--- src/rtl/phase_scheduler.sv ---
// phase_scheduler: right-of-way controller for a four-approach intersection.
// Picks one approach at a time, with preferential override and per-approach
// forced red, and walks it through green, yellow and all-red clearance.
// Also provides a flashing-yellow attention mode.
//
// Ports:
//   clk            system clock, rising edge
//   rst            synchronous reset, active-high
//   attention      request flashing-yellow mode
//   requests[3:0]  per-approach vehicle demand
//   preferentials  per-approach priority-vehicle demand
//   force_reds     per-approach inhibit (held red, never granted)
//   ltfs[3:0]      lamps per approach, index 0 red / 1 yellow / 2 green
//   grant[3:0]     one-hot approach currently green or yellow, else 0
//
// state    | meaning
// ---------+---------------------------------------------------------
// S_CLEAR  | all red; arbitrate once clearance time has elapsed
// S_GREEN  | granted approach green; timer counts green cycles
// S_YELLOW | granted approach yellow for a fixed time
// S_ATTN   | flashing yellow on non-inhibited approaches, no grant

module phase_scheduler #(
  parameter int GREEN_MIN = 4,
  parameter int GREEN_MAX = 8,
  parameter int YELLOW_T  = 2,
  parameter int CLEAR_T   = 2,
  parameter int BLINK_T   = 2
) (
  input  logic             clk,
  input  logic             rst,
  input  logic             attention,
  input  logic [3:0]       requests,
  input  logic [3:0]       preferentials,
  input  logic [3:0]       force_reds,
  output logic [3:0][0:2]  ltfs,
  output logic [3:0]       grant
);

  localparam int M1 = (GREEN_MAX > YELLOW_T) ? GREEN_MAX : YELLOW_T;
  localparam int M2 = (M1 > CLEAR_T) ? M1 : CLEAR_T;
  localparam int M3 = (M2 > 2 * BLINK_T) ? M2 : 2 * BLINK_T;
  localparam int TW = $clog2(M3 + 1);

  localparam logic [TW-1:0] GMIN_LAST = TW'(GREEN_MIN - 1);
  localparam logic [TW-1:0] GMAX_LAST = TW'(GREEN_MAX - 1);
  localparam logic [TW-1:0] YEL_LAST  = TW'(YELLOW_T - 1);
  localparam logic [TW-1:0] CLR_LAST  = TW'(CLEAR_T - 1);
  localparam logic [TW-1:0] BLINK_ON  = TW'(BLINK_T);
  localparam logic [TW-1:0] ATTN_LAST = TW'(2 * BLINK_T - 1);

  localparam logic [2:0] L_RED  = 3'b100;
  localparam logic [2:0] L_YEL  = 3'b010;
  localparam logic [2:0] L_GRN  = 3'b001;
  localparam logic [2:0] L_DARK = 3'b000;

  typedef enum logic [1:0] {S_CLEAR, S_GREEN, S_YELLOW, S_ATTN} state_t;

  state_t          state_q, state_d;
  logic [TW-1:0]   timer_q, timer_d;
  logic [1:0]      rr_ptr_q, rr_ptr_d;
  logic [1:0]      g_q, g_d;
  logic [3:0][0:2] ltfs_q, ltfs_d;
  logic [3:0]      grant_q, grant_d;

  logic [3:0] eligible, pref_elig, onehot_g;
  logic [1:0] winner, idx;
  logic       found, end_green;

  // Arbitration: preferential lowest index first, else round-robin from rr_ptr.
  always_comb begin
    eligible  = (requests | preferentials) & ~force_reds;
    pref_elig = preferentials & ~force_reds;
    winner    = rr_ptr_q;
    found     = 1'b0;
    idx       = 2'd0;
    if (pref_elig != 4'd0) begin
      for (int i = 3; i >= 0; i--) begin
        if (pref_elig[i]) winner = 2'(i);
      end
    end else begin
      for (int k = 0; k < 4; k++) begin
        idx = rr_ptr_q + 2'(k);
        if (!found && eligible[idx]) begin
          winner = idx;
          found  = 1'b1;
        end
      end
    end
  end

  always_comb begin
    onehot_g  = 4'b0001 << g_q;
    end_green = force_reds[g_q]
             || ((timer_q >= GMIN_LAST) && !(requests[g_q] || preferentials[g_q]))
             || ((timer_q >= GMIN_LAST) && ((pref_elig & ~onehot_g) != 4'd0))
             || ((timer_q == GMAX_LAST) && ((eligible & ~onehot_g) != 4'd0));
  end

  always_comb begin
    state_d  = state_q;
    timer_d  = timer_q;
    rr_ptr_d = rr_ptr_q;
    g_d      = g_q;

    if (attention && state_q != S_ATTN) begin
      state_d = S_ATTN;
      timer_d = '0;
    end else begin
      case (state_q)
        S_CLEAR: begin
          if (timer_q >= CLR_LAST) begin
            // Timer stays saturated so arbitration is retried every cycle.
            timer_d = CLR_LAST;
            if (eligible != 4'd0) begin
              state_d  = S_GREEN;
              timer_d  = '0;
              g_d      = winner;
              rr_ptr_d = winner + 2'd1;
            end
          end else begin
            timer_d = timer_q + 1'b1;
          end
        end
        S_GREEN: begin
          if (end_green) begin
            state_d = S_YELLOW;
            timer_d = '0;
          end else if (timer_q != GMAX_LAST) begin
            timer_d = timer_q + 1'b1;
          end
        end
        S_YELLOW: begin
          if (timer_q >= YEL_LAST) begin
            state_d = S_CLEAR;
            timer_d = '0;
          end else begin
            timer_d = timer_q + 1'b1;
          end
        end
        S_ATTN: begin
          if (!attention) begin
            state_d = S_CLEAR;
            timer_d = '0;
          end else if (timer_q >= ATTN_LAST) begin
            timer_d = '0;
          end else begin
            timer_d = timer_q + 1'b1;
          end
        end
        default: begin
          state_d = S_CLEAR;
          timer_d = '0;
        end
      endcase
    end
  end

  // Lamps are decoded from the next state so each pattern appears on the
  // edge that enters its state.
  always_comb begin
    ltfs_d  = {4{L_RED}};
    grant_d = 4'd0;
    case (state_d)
      S_GREEN: begin
        ltfs_d[g_d] = L_GRN;
        grant_d     = 4'b0001 << g_d;
      end
      S_YELLOW: begin
        ltfs_d[g_d] = L_YEL;
        grant_d     = 4'b0001 << g_d;
      end
      S_ATTN: begin
        for (int i = 0; i < 4; i++) begin
          if (!force_reds[i]) ltfs_d[i] = (timer_d < BLINK_ON) ? L_YEL : L_DARK;
        end
      end
      default: ;
    endcase
  end

  always_ff @(posedge clk) begin
    if (rst) begin
      state_q  <= S_CLEAR;
      timer_q  <= '0;
      rr_ptr_q <= 2'd0;
      g_q      <= 2'd0;
      ltfs_q   <= {4{L_RED}};
      grant_q  <= 4'd0;
    end else begin
      state_q  <= state_d;
      timer_q  <= timer_d;
      rr_ptr_q <= rr_ptr_d;
      g_q      <= g_d;
      ltfs_q   <= ltfs_d;
      grant_q  <= grant_d;
    end
  end

  assign ltfs  = ltfs_q;
  assign grant = grant_q;

endmodule

--- config.mk ---
export PLATFORM = sky130hd
export DESIGN_NAME = phase_scheduler
export DESIGN_NICKNAME = d
export VERILOG_FILES = /design/src/rtl/phase_scheduler.sv
export SDC_FILE = /design/constraint.sdc
export NUM_CORES = 1
export LEC_CHECK = 0
export CORE_MARGIN = 3
export CORE_UTILIZATION = 52
export DETAILED_ROUTE_END_ITERATION = 12
export PLACE_DENSITY = 0.89
export SLEW_MARGIN = 20
export SYNTH_ARGS = -nofsm -noshare
export SYNTH_HDL_FRONTEND = slang
export SYNTH_SLANG_ARGS = --single-unit
export TNS_END_PERCENT = 30
--- constraint.sdc ---
create_clock -name clk -period 3.22 [get_ports clk]
set_input_delay 0.644 -clock clk [delete_from_list [all_inputs] [get_ports clk]]
set_output_delay 0.644 -clock clk [all_outputs]
set_load 0.03 [all_outputs]
Yosys cells after proc, flatten, opt, wreduce, memory -nomap -nowiden
Index checks and enable logic that the tools add are counted.
W data, S select, Z words.
{ "classes": {"eq_ne": 9, "bitwise_logic": 10, "n_mux": 56, "reduce_logical": 24, "magnitude_cmp": 10, "addsub": 5, "shifts": 2} }
{ "op_table": {"columns": ["op", "n"], "rows": [
  ["$mux W2", 19],
  ["$pmux W12 S3", 1],
  ["$mux W4", 7],
  ["$lt A2 B3 Y1 const B", 6],
  ["$and A4 B4 Y4", 4],
  ["$pmux W4 S4", 1],
  ["$reduce_bool A4 Y1", 4],
  ["$mux W3", 5],
  ["$bmux W1 S2", 7],
  ["$mux W1", 14],
  ["$not A4 Y4", 3],
  ["$eq A2 B2 Y1 const B", 4],
  ["$logic_and A1 B1 Y1", 8],
  ["$pmux W2 S4", 1],
  ["$shl A1 B2 Y4 const A", 2],
  ["$demux W3 S2", 1],
  ["$add A2 B1 Y2 const B", 2],
  ["$add A2 B2 Y2 const B", 2],
  ["$add A4 B1 Y4 const B", 1],
  ["$eq A2 B1 Y1 const B", 2],
  ["$eq A4 B3 Y1 const B", 1],
  ["$ge A4 B1 Y1 const B", 1],
  ["$ge A4 B2 Y1 const B", 1],
  ["$logic_not A1 Y1", 4],
  ["10 further kinds", 15]
]} }
{ "word_totals": {"reg_bits": 26, "out_inout_bits": 16, "wordCells": 125} }

Longest topological paths before layout
Gate-level depths: netlist (run 1).
{ "depth": {"depth_word": 28, "mapped_depth": 12} }

Least setup slack after synthesis (run 1)
OpenSTA, ideal clock, no wires.
{ "synth_path": {"path_kind": "input-to-reg", "startpoint": "in requests[3]", "endpoint": "reg ltfs_q, in the netlist ltfs[11]", "cell_stages": 10, "arrival_time_ns": 2.816, "setup_slack_ns": 0.282, "path_cell_list": "o21bai_2 -> o221ai_1 -> o311ai_1 -> or2_1 -> a41oi_1 -> a211oi_1 -> inv_1 -> ha_1 -> or2_2 -> a221o_1"} }
{ "synth_between": {"elab_cells_between_ends": 57, "cone_classes": "order compare (2); eq/ne (3); mux (32); bitwise (4); reduce/logical (16)"} }
{ "synth_lines": {"columns": ["item", "line", "text"], "rows": [
  ["from (decl)", "33", "input logic [3:0] requests,"],
  ["$bmux W1 S2", "95", "|| ((timer_q >= GMIN_LAST) && !(requests[g_q] || preferentials[g_q]))"],
  ["$mux W1 (implied by the code)", "95", null],
  ["$logic_or A1 B1 Y1", "95", null],
  ["$logic_not A1 Y1", "95", null],
  ["$logic_and A1 B1 Y1", "95", null],
  ["$logic_or A1 B1 Y1", "95", null],
  ["$logic_or A1 B1 Y1", "96", "|| ((timer_q >= GMIN_LAST) && ((pref_elig & ~onehot_g) != 4'd0))"],
  ["$logic_or A1 B1 Y1", "97", "|| ((timer_q == GMAX_LAST) && ((eligible & ~onehot_g) != 4'd0));"],
  ["$mux W2", "126", "if (end_green) begin"],
  ["$pmux W2 S4 *", "110", "case (state_q)"],
  ["$mux W2 *", "106", "if (attention && state_q != S_ATTN) begin"],
  ["via state_d[1]", "59", "state_t state_q, state_d;"],
  ["$eq A2 B2 Y1 or $eq A2 B1 Y1 (tied branches)", "164", "case (state_d)"],
  ["$pmux W12 S3 *", "164", null],
  ["to (signal assigned)", "188", "ltfs_q <= {4{L_RED}};"],
  ["to (signal assigned)", "195", "ltfs_q <= ltfs_d;"],
  ["to (decl)", "63", "logic [3:0][0:2] ltfs_q, ltfs_d;"]
]} }
The timed path passes the listed nets; every way through them passes the cells marked *. The select of a mux whose other input is x is not followed.
A chain may end at the register's enable or synchronous reset.

Worst setup path in the final report (run 1)
{ "layout_path": {"startpoint": "in requests[2]", "endpoint": "reg ltfs_q, in the netlist ltfs[4]"} }
{ "layout_between": {"elab_chain_len": 27, "elab_cells_between_ends": 64, "cone_classes": "order compare (3); eq/ne (3); mux (39); bitwise (3); reduce/logical (16)"} }
{ "layout_rtl": {"columns": ["item", "line", "text"], "rows": [
  ["$or A4 B4 Y4", "72", "eligible = (requests | preferentials) & ~force_reds;"],
  ["$and A4 B4 Y4", "72", null],
  ["$bmux W1 S2", "84", "if (!found && eligible[idx]) begin"],
  ["$mux W1 (implied by the code)", "84", null],
  ["$mux W1", "84", null],
  ["$mux W1", "77", "if (pref_elig != 4'd0) begin"],
  ["$logic_not A1 Y1", "84", null],
  ["$logic_and A1 B1 Y1", "84", null],
  ["(+11 left out)", null, null],
  ["$mux W2", "112", "if (timer_q >= CLR_LAST) begin"],
  ["$mux W2", "110", null],
  ["$mux W2", "106", null],
  ["$lt A2 B3 Y1 (implied by the code) or $ge A2 B1 Y1 (tied branches)", "170", "ltfs_d[g_d] = L_YEL;"],
  ["$logic_and A1 B1 Y1 (implied by the code)", "170", null],
  ["$mux W3 (implied by the code)", "170", null],
  ["$demux W3 S2", "170", null],
  ["$pmux W12 S3 *", "164", null]
]} }
Every way passes the cells marked *; elsewhere a longest branch is shown, timed or not. The select of a mux whose other input is x is not followed.

==> results of run 1 <==
==> kinds of logic (layout without fill, tap and decap cells) <==
kind of cell	Yosys count	after routing
multiplexers	2	2
XOR/XNOR	3	3
AO/OA/AOI/OAI	59	59
buffers and inverters	15	73
adder cells (fa/ha/maj)	7	7
AND/OR/NAND/NOR	85	85
flip-flops	26	26
==> synthesized netlist by cell type, drive strengths merged (3+ instances only) <==
library cell	number	area [um^2]
or3	3	23.8
o21ba	3	30.0
xor2	3	26.3
nand4	4	25.0
nor3	10	50.1
a21oi	6	30.0
ha	7	87.6
clkbuf	3	11.3
o21bai	6	48.8
o31ai	3	22.5
inv	9	33.8
or2	3	18.8
nand2	14	55.1
nand3	6	30.0
nand2b	7	51.3
nor2	24	90.1
nor2b	3	18.8
o22ai	5	31.3
o21ai	10	50.1
buf	3	22.5
dfxtp	26	521
a221o	4	40.0
nand3b	3	22.5
==> worst max-delay path, delay by kind of cell <==
family | cells | cell delay [ns]
adders and majority gates | 1 | 0.20
buffers and inverters | 2 | 0.68
and+or+nand+nor | 4 | 0.59
AOI/OAI and AO/OA | 6 | 1.24
==> power by group <==
group | internal, mW | leakage (nW) | switching, mW | total (mW)
Clock | 0.0692 | 0.0210 | 0.0906 | 0.160
Combinational | 0.153 | 0.785 | 0.186 | 0.339
Sequential | 0.346 | 0.213 | 0.0214 | 0.368
==> metrics by stage <==
| step | setup TNS, ns | utilization |
|---|---|---|
| 4_1_cts | 0 | 0.735 |
| 3_5_place_dp | -2.41 | 0.723 |
| 5_1_grt | -0.184 | 0.768 |
| 2_1_floorplan | 0 | - |
| 3_3_place_gp | -1.32 | 0.723 |
| 6_report | 0 | 0.768 |
==> area by class of cell <==
| cell class | instances | area [um^2] | area share |
|---|---|---|---|
| tap | 44 | 55.1 | 0.0233 |
| timing repair buffer | 60 | 553 | 0.234 |
| inverter | 9 | 33.8 | 0.0143 |
| multi-input combinational | 156 | 1160 | 0.492 |
| clock buffer | 4 | 36.3 | 0.0154 |
| sequential | 26 | 522 | 0.221 |
==> state kept, by name, indices dropped and copies added, names as in the netlist <==
| signal | count |
|---|---|
| g_q | 2 |
| grant | 4 |
| ltfs | 12 |
| rr_ptr_q | 2 |
| state_q | 2 |
| timer_q | 4 |
==> final timing paths <==
| kind | from | to | slack, ns |
|---|---|---|---|
| worst max-delay path | requests[2] | ltfs[4] | 0.10 |
| worst min-delay path | rr_ptr_q[1] | rr_ptr_q[1] | 0.55 |
| worst max register to register | timer_q[1] | ltfs[4] | 0.11 |
| worst min register to register | rr_ptr_q[1] | rr_ptr_q[1] | 0.55 |
==> per-layer routing <==
layer | track usage | vias to the layer above | share of wire
li1 | - | 848 | -
met1 | 0.326 | 873 | 0.43
met2 | 0.437 | 75 | 0.50
met3 | 0.0576 | 12 | 0.058
met4 | 0.0606 | 0 | 0.019
met5 | 0 | - | 0
==> repair_timing <==
item	in CTS	in global routing
buffers inserted	0	1
gates resized for setup	0	25
endpoints found under the setup margin	0	8
==> metrics.md, run 1 <==
| Metric | Value |
|---|---|
| Status | finished, final reports clean |
| Mapped Cells | 197 |
| Longest Clk Path Bufs | 2 |
| Min Clock Period, post-route | 3.12 ns |
| Vias in the first global route | 1739 |
| H-tree Lvls | 1 |
| Largest net degree at the start of global routing | 17 |
| Antenna violations before repair | 0 |
| FMAX | 321 MHz |
| Area share of fa/ha/maj cells after synthesis | 0.0520 |
| Die X | 62.9 um |
| Compound-Gate Fraction of Synth Area | 0.284 |
| GR Util All Layers | 0.256 |
| Final hold vios | 0 |
| Layout cells sized above 1 | 0.263 |
| Final ANT Viol Nets | 0 |
| Final setup violation count | 0 |
| Residual DRC | 0 |
| Commonest non-fill, non-tap cell in the layout | buf_4 |
| CTS Buf Count | 3 |
| Routability cong. | 0.931 |
| Hold depth | 2 |
| EDFF count, synth | 0 |
| Crit path arrival time | 3.36 ns |
| Worst R2R Path Depth | 12 |
| Startpoint types | input pin |
| Async set-reset flop share out of synthesis | 0 |
| Final Power | 866 uW |
| Flops & latches, synth | 26 |
| Inserted Diodes | 0 |
| DR iter-0 viols | 130 |
| DIE AREA | 0.00396 mm^2 |
| Post-synthesis mux area share | 0.0267 |
| XOR/XNOR Fraction of Synth Area | 0.0156 |
| Post-route insts no fill | 299 |
| Clk_lat worst skew | 0.32 ns |
| Tcrit/Tclk final | 0.968 |
| Core area | 0.00308 mm^2 |
| First-pass GRT wire length | 8270 um |
| Post-Syn Nets | 219 |
| Total number of vias | 1808 |
| DR vias/cell | 6.05 |
| Peak VDD IR | 394 uV |
| Clock Tree Root | clkbuf_4 |
| IO Count | 31 |
| Worst path cell trace | clkdlybuf4s50_1 -> nor2_1 -> o221ai_2 -> o311ai_2 -> or2_1 -> a41oi_2 -> a211oi_2 -> buf_4 -> ha_1 -> nor2_2 -> nand3_1 -> a2111o_1 -> o22ai_2 |
| Clock slew at reported path FFs | 0.12 ns |
| Worst hold slack | 0.555 ns |
| Pwr dens | 366 mW/mm^2 |
| Slowest CP cell | clkdlybuf4s50_1 |
| Final net count | 278 |
| Synth cell types | 54 |
| RSZ-0062 raised after global routing | yes |
| Placed insts | 294 |
| Final Skew | 0.00448 ns |
| Hold crit path type | reg2reg |
| Post-Synth Simple-Gate Area | 0.273 |
| Synthesized area | 0.00169 mm^2 |
| Max Cap Viol | 0 |
| TritonCTS clock tree | built |
| Crit Path Max Fanout | 4 |
| Leakage | 1.02 nW |
| Post-DP Area | 0.00222 mm^2 |
| Initial Utilization | 0.548 |
| Setup ws final | 0.102 ns |
| Die height | 62.9 um |
| Cts hold-fix bufs | 0 |
| Final Max Slew Viols | 0 |
| DP Worst Slack | -0.325 ns |
| Post-Route WL | 5030 um |
| Final instance area | 0.00236 mm^2 |
| Area delta synth->final | 40.2% |
| Most frequent cells in the layout | buf_4 (30), dfxtp_1 (25), nor2_1 (22) |
| Post-DP HPWL | 3840 um |
| Number of port buffers | 30 |
| WL per Instance | 16.8 um |
| Slew @ Worst Pin | 0.522 ns |
| Drt pass-1 iters | 4 |
| Largest family of logic cells by synthesized area | compound AO/OA/AOI/OAI gates |
| Slew headroom | 0.652 |
| Critical path's largest stage delay | 0.51 ns |
| CP Capture Type | register |
| Filler instances | 211 |
| Row count | 20 |
| CP required | 3.46 ns |
| Ys flop type | dfxtp_1 |
| Post-synthesis sequential area ratio | 0.309 |
| Ys Warns | 0 |
| TritonCTS Sinks | 26 |
| GRT overflow | 0 |
| Mean Syn Cell Area | 8.56 um^2 |
| CP Class | in2reg |
No activity file was read; power rests on OpenSTA's default activity.
==> run 2, diff against run 1 <==
--- a/config.mk
+++ b/config.mk
@@ -8,7 +8,9 @@
 export CORE_MARGIN = 3
 export CORE_UTILIZATION = 52
 export DETAILED_ROUTE_END_ITERATION = 12
+export GPL_ROUTABILITY_DRIVEN = 0
 export PLACE_DENSITY = 0.89
+export SKIP_CTS_REPAIR_TIMING = 1
 export SLEW_MARGIN = 20
 export SYNTH_ARGS = -nofsm -noshare
 export SYNTH_HDL_FRONTEND = slang
==> run 2 against run 1 <==
Effect of this change:
- worst hold slack gained 0.022 ns
- setup slack worse by 0.036 ns
- sequential share of layout area increased by 0.076 points
- die area is the same
- clock power about the same
- final cell count unchanged
- clock-buffer cell count did not move
- critical path depth fell by 1
- largest power group unchanged
==> metrics.md, run 2 (same netlist as run 1, synthesis figures left out) <==
| Metric | Value |
|---|---|
| Slowest CP cell | clkdlybuf4s50_1 |
| Final hold vios | 0 (unchanged) |
| Post-DP HPWL | 3890 um (+1.1%) |
| Final Core Density | 0.763 (-0.00447) |
| Min Clock Period, post-route | 3.15 ns (+0.0365 ns) |
| Worst path cell trace | clkdlybuf4s50_1 -> nor2_1 -> mux4_2 -> nand2_4 -> and3_4 -> a221oi_1 -> buf_4 -> ha_1 -> nor2_2 -> nand3_1 -> a2111o_1 -> o22ai_2 |
| Final ANT Viol Nets | 0 (unchanged) |
| Most frequent cells in the layout | buf_4 (30), dfxtp_1 (26), nor2_1 (23) |
| Register share of total power | 0.427 (+0.002) |
| Commonest non-fill, non-tap cell in the layout | buf_4 |
| TritonCTS clock tree | built |
| Layout cells sized above 1 | 0.251 (-0.0118) |
| Slew @ Worst Pin | 0.640 ns (+0.119 ns) |
| DR iter-0 viols | 175 (+35%) |
| First-pass GRT wire length | 8020 um (-3.0%) |
| Core area | 0.00308 mm^2 (unchanged) |
| Hold crit path type | reg2reg |
| Inserted Diodes | 0 (unchanged) |
| Crit Path Max Fanout | 4 (unchanged) |
| DP Worst Slack | -0.328 ns (-0.00210 ns) |
| Tcrit/Tclk final | 0.980 (+0.0113) |
| Critical path's largest stage delay | 0.52 ns (about the same) |
| CTS Buf Count | 3 (unchanged) |
| Startpoint types | input pin |
| Final Skew | 0.00114 ns (-0.00334 ns) |
| Clk_lat worst skew | 0.31 ns (about the same) |
| Drt pass-1 iters | 4 (unchanged) |
| Switch Pwr | 292 uW (-1.9%) |
| Clock Tree Root | clkbuf_4 |
| Max Cap Viol | 0 (unchanged) |
| IO Count | 31 (unchanged) |
| CP Class | in2reg |
| Final Max Slew Viols | 0 (unchanged) |
| Total number of vias | 1768 (-2.2%) |
| Leakage | 1.02 nW (-0.22%) |
| Row count | 20 (unchanged) |
| Final net count | 278 (unchanged) |
| Setup ws final | 0.0655 ns (-0.0364 ns) |
| Slew headroom | 0.572 (-0.0804) |
| Longest Clk Path Bufs | 2 (unchanged) |
| CP Capture Type | register |
| WL per Instance | 16.7 um (-0.68%) |
| GR Util All Layers | 0.249 (-0.00755) |
| Buffers & Inverters on Critical Path | 2 (unchanged) |
| Internal cell power | 566 uW (-0.36%) |
| Pwr dens | 365 mW/mm^2 (-0.30%) |
| TritonCTS Sinks | 26 (unchanged) |
| Number of port buffers | 30 (unchanged) |
| Area delta synth->final | 39.4% |
| GRT overflow | 0 (unchanged) |
| Hold path startpoint | rr_ptr_q[1] |
| FMAX | 317 MHz (-1.2%) |
| Post-Route WL | 4990 um (-0.68%) |
| R2r startpoint | timer_q[0] |
| Storage element area | 520 um^2 (-0.24%) |
| Worst Setup SP | preferentials[0] |
| H-tree Lvls | 1 (unchanged) |
| Crit path arrival time | 3.40 ns (+0.04 ns) |
| Peak VDD IR | 384 uV (-2.4%) |
| Status | finished, final reports clean |
| Sw Ratio | 0.340 (-0.00347) |
| DR vias/cell | 5.91 (-2.2%) |
| Filler instances | 217 (+2.8%) |
| Die height | 62.9 um (unchanged) |
| Residual DRC | 0 (unchanged) |
| Largest net degree at the start of global routing | 17 (unchanged) |
| Combinational share of power | 0.389 (-0.002) |
| Footprint of the multi-input gates | 0.00115 mm^2 (-0.86%) |
| Vias in the first global route | 1693 (-2.6%) |
| Family with the most delay on the worst path | compound AO/OA/AOI/OAI gates |
| Initial Utilization | 0.548 (unchanged) |
| Antenna violations before repair | 0 (unchanged) |
| Clock slew at reported path FFs | 0.13 ns (about the same) |
| DIE AREA | 0.00396 mm^2 (unchanged) |
| Die X | 62.9 um (unchanged) |
| CP required | 3.47 ns (about the same) |
| Final setup violation count | 0 (unchanged) |
| Max reg flops | 12 (unchanged) |
| Clock share of power | 0.184 (about the same) |
-- run 2: layout make-up --
cell class,count,share of cell area
Multi-Input combinational cell,156,0.491
Timing Repair Buffer,60,0.234
Inverter,9,0.0144
Clock buffer,4,0.0154
Tap cell,44,0.0234
Sequential cell,26,0.222
-- run 2: routing by layer --
layer | up-vias | track usage | part of all wire
met1 | 837 | 0.320 | 0.41
met4 | 0 | 0.0358 | 0.0046
li1 | 855 | - | -
met3 | 4 | 0.0504 | 0.064
met2 | 72 | 0.435 | 0.52
met5 | - | 0 | 0
-- run 2: worst reg2reg max path: cells and delay by family, from the launching register on --
kind / cells / cell delay [ns]
buffers and inverters: 2 / 0.30
AOI/OAI and AO/OA: 5 / 1.15
adders and majority gates: 2 / 0.49
DFF: 1 / 0.40
and+or+nand+nor: 2 / 0.71
-- run 2: stage by stage --
step	setup TNS, ns	instances	area (um^2)	total power [mW]	hold WS [ns]
after floorplan	0	197	1690	0.560	0.464
after global placement	-1.65	293	2220	0.682	0.505
after detailed placement	-2.94	293	2220	0.692	0.547
after CTS	-0.00626	297	2250	0.847	0.565
after global routing	-0.0232	299	2350	0.901	0.591
final	0	299	2350	0.858	0.577
-- run 2: power by group through the flow --
| stage | combinational, mW | sequential [mW] | clock (mW) |
|---|---|---|---|
| after floorplan | 0.164 | 0.396 | 0 |
| after global placement | 0.309 | 0.373 | 0 |
| after detailed placement | 0.319 | 0.373 | 0 |
| after global routing | 0.357 | 0.370 | 0.173 |
| final | 0.334 | 0.366 | 0.158 |
| after CTS | 0.321 | 0.366 | 0.160 |
-- run 2: final timing paths --
check,slack (ns),endpoint,depth (start not counted)
hold reg to reg,0.58,rr_ptr_q[1],2
setup / recovery,0.07,ltfs[4],12
setup reg to reg,0.07,ltfs[2],11
hold / removal,0.58,rr_ptr_q[1],2
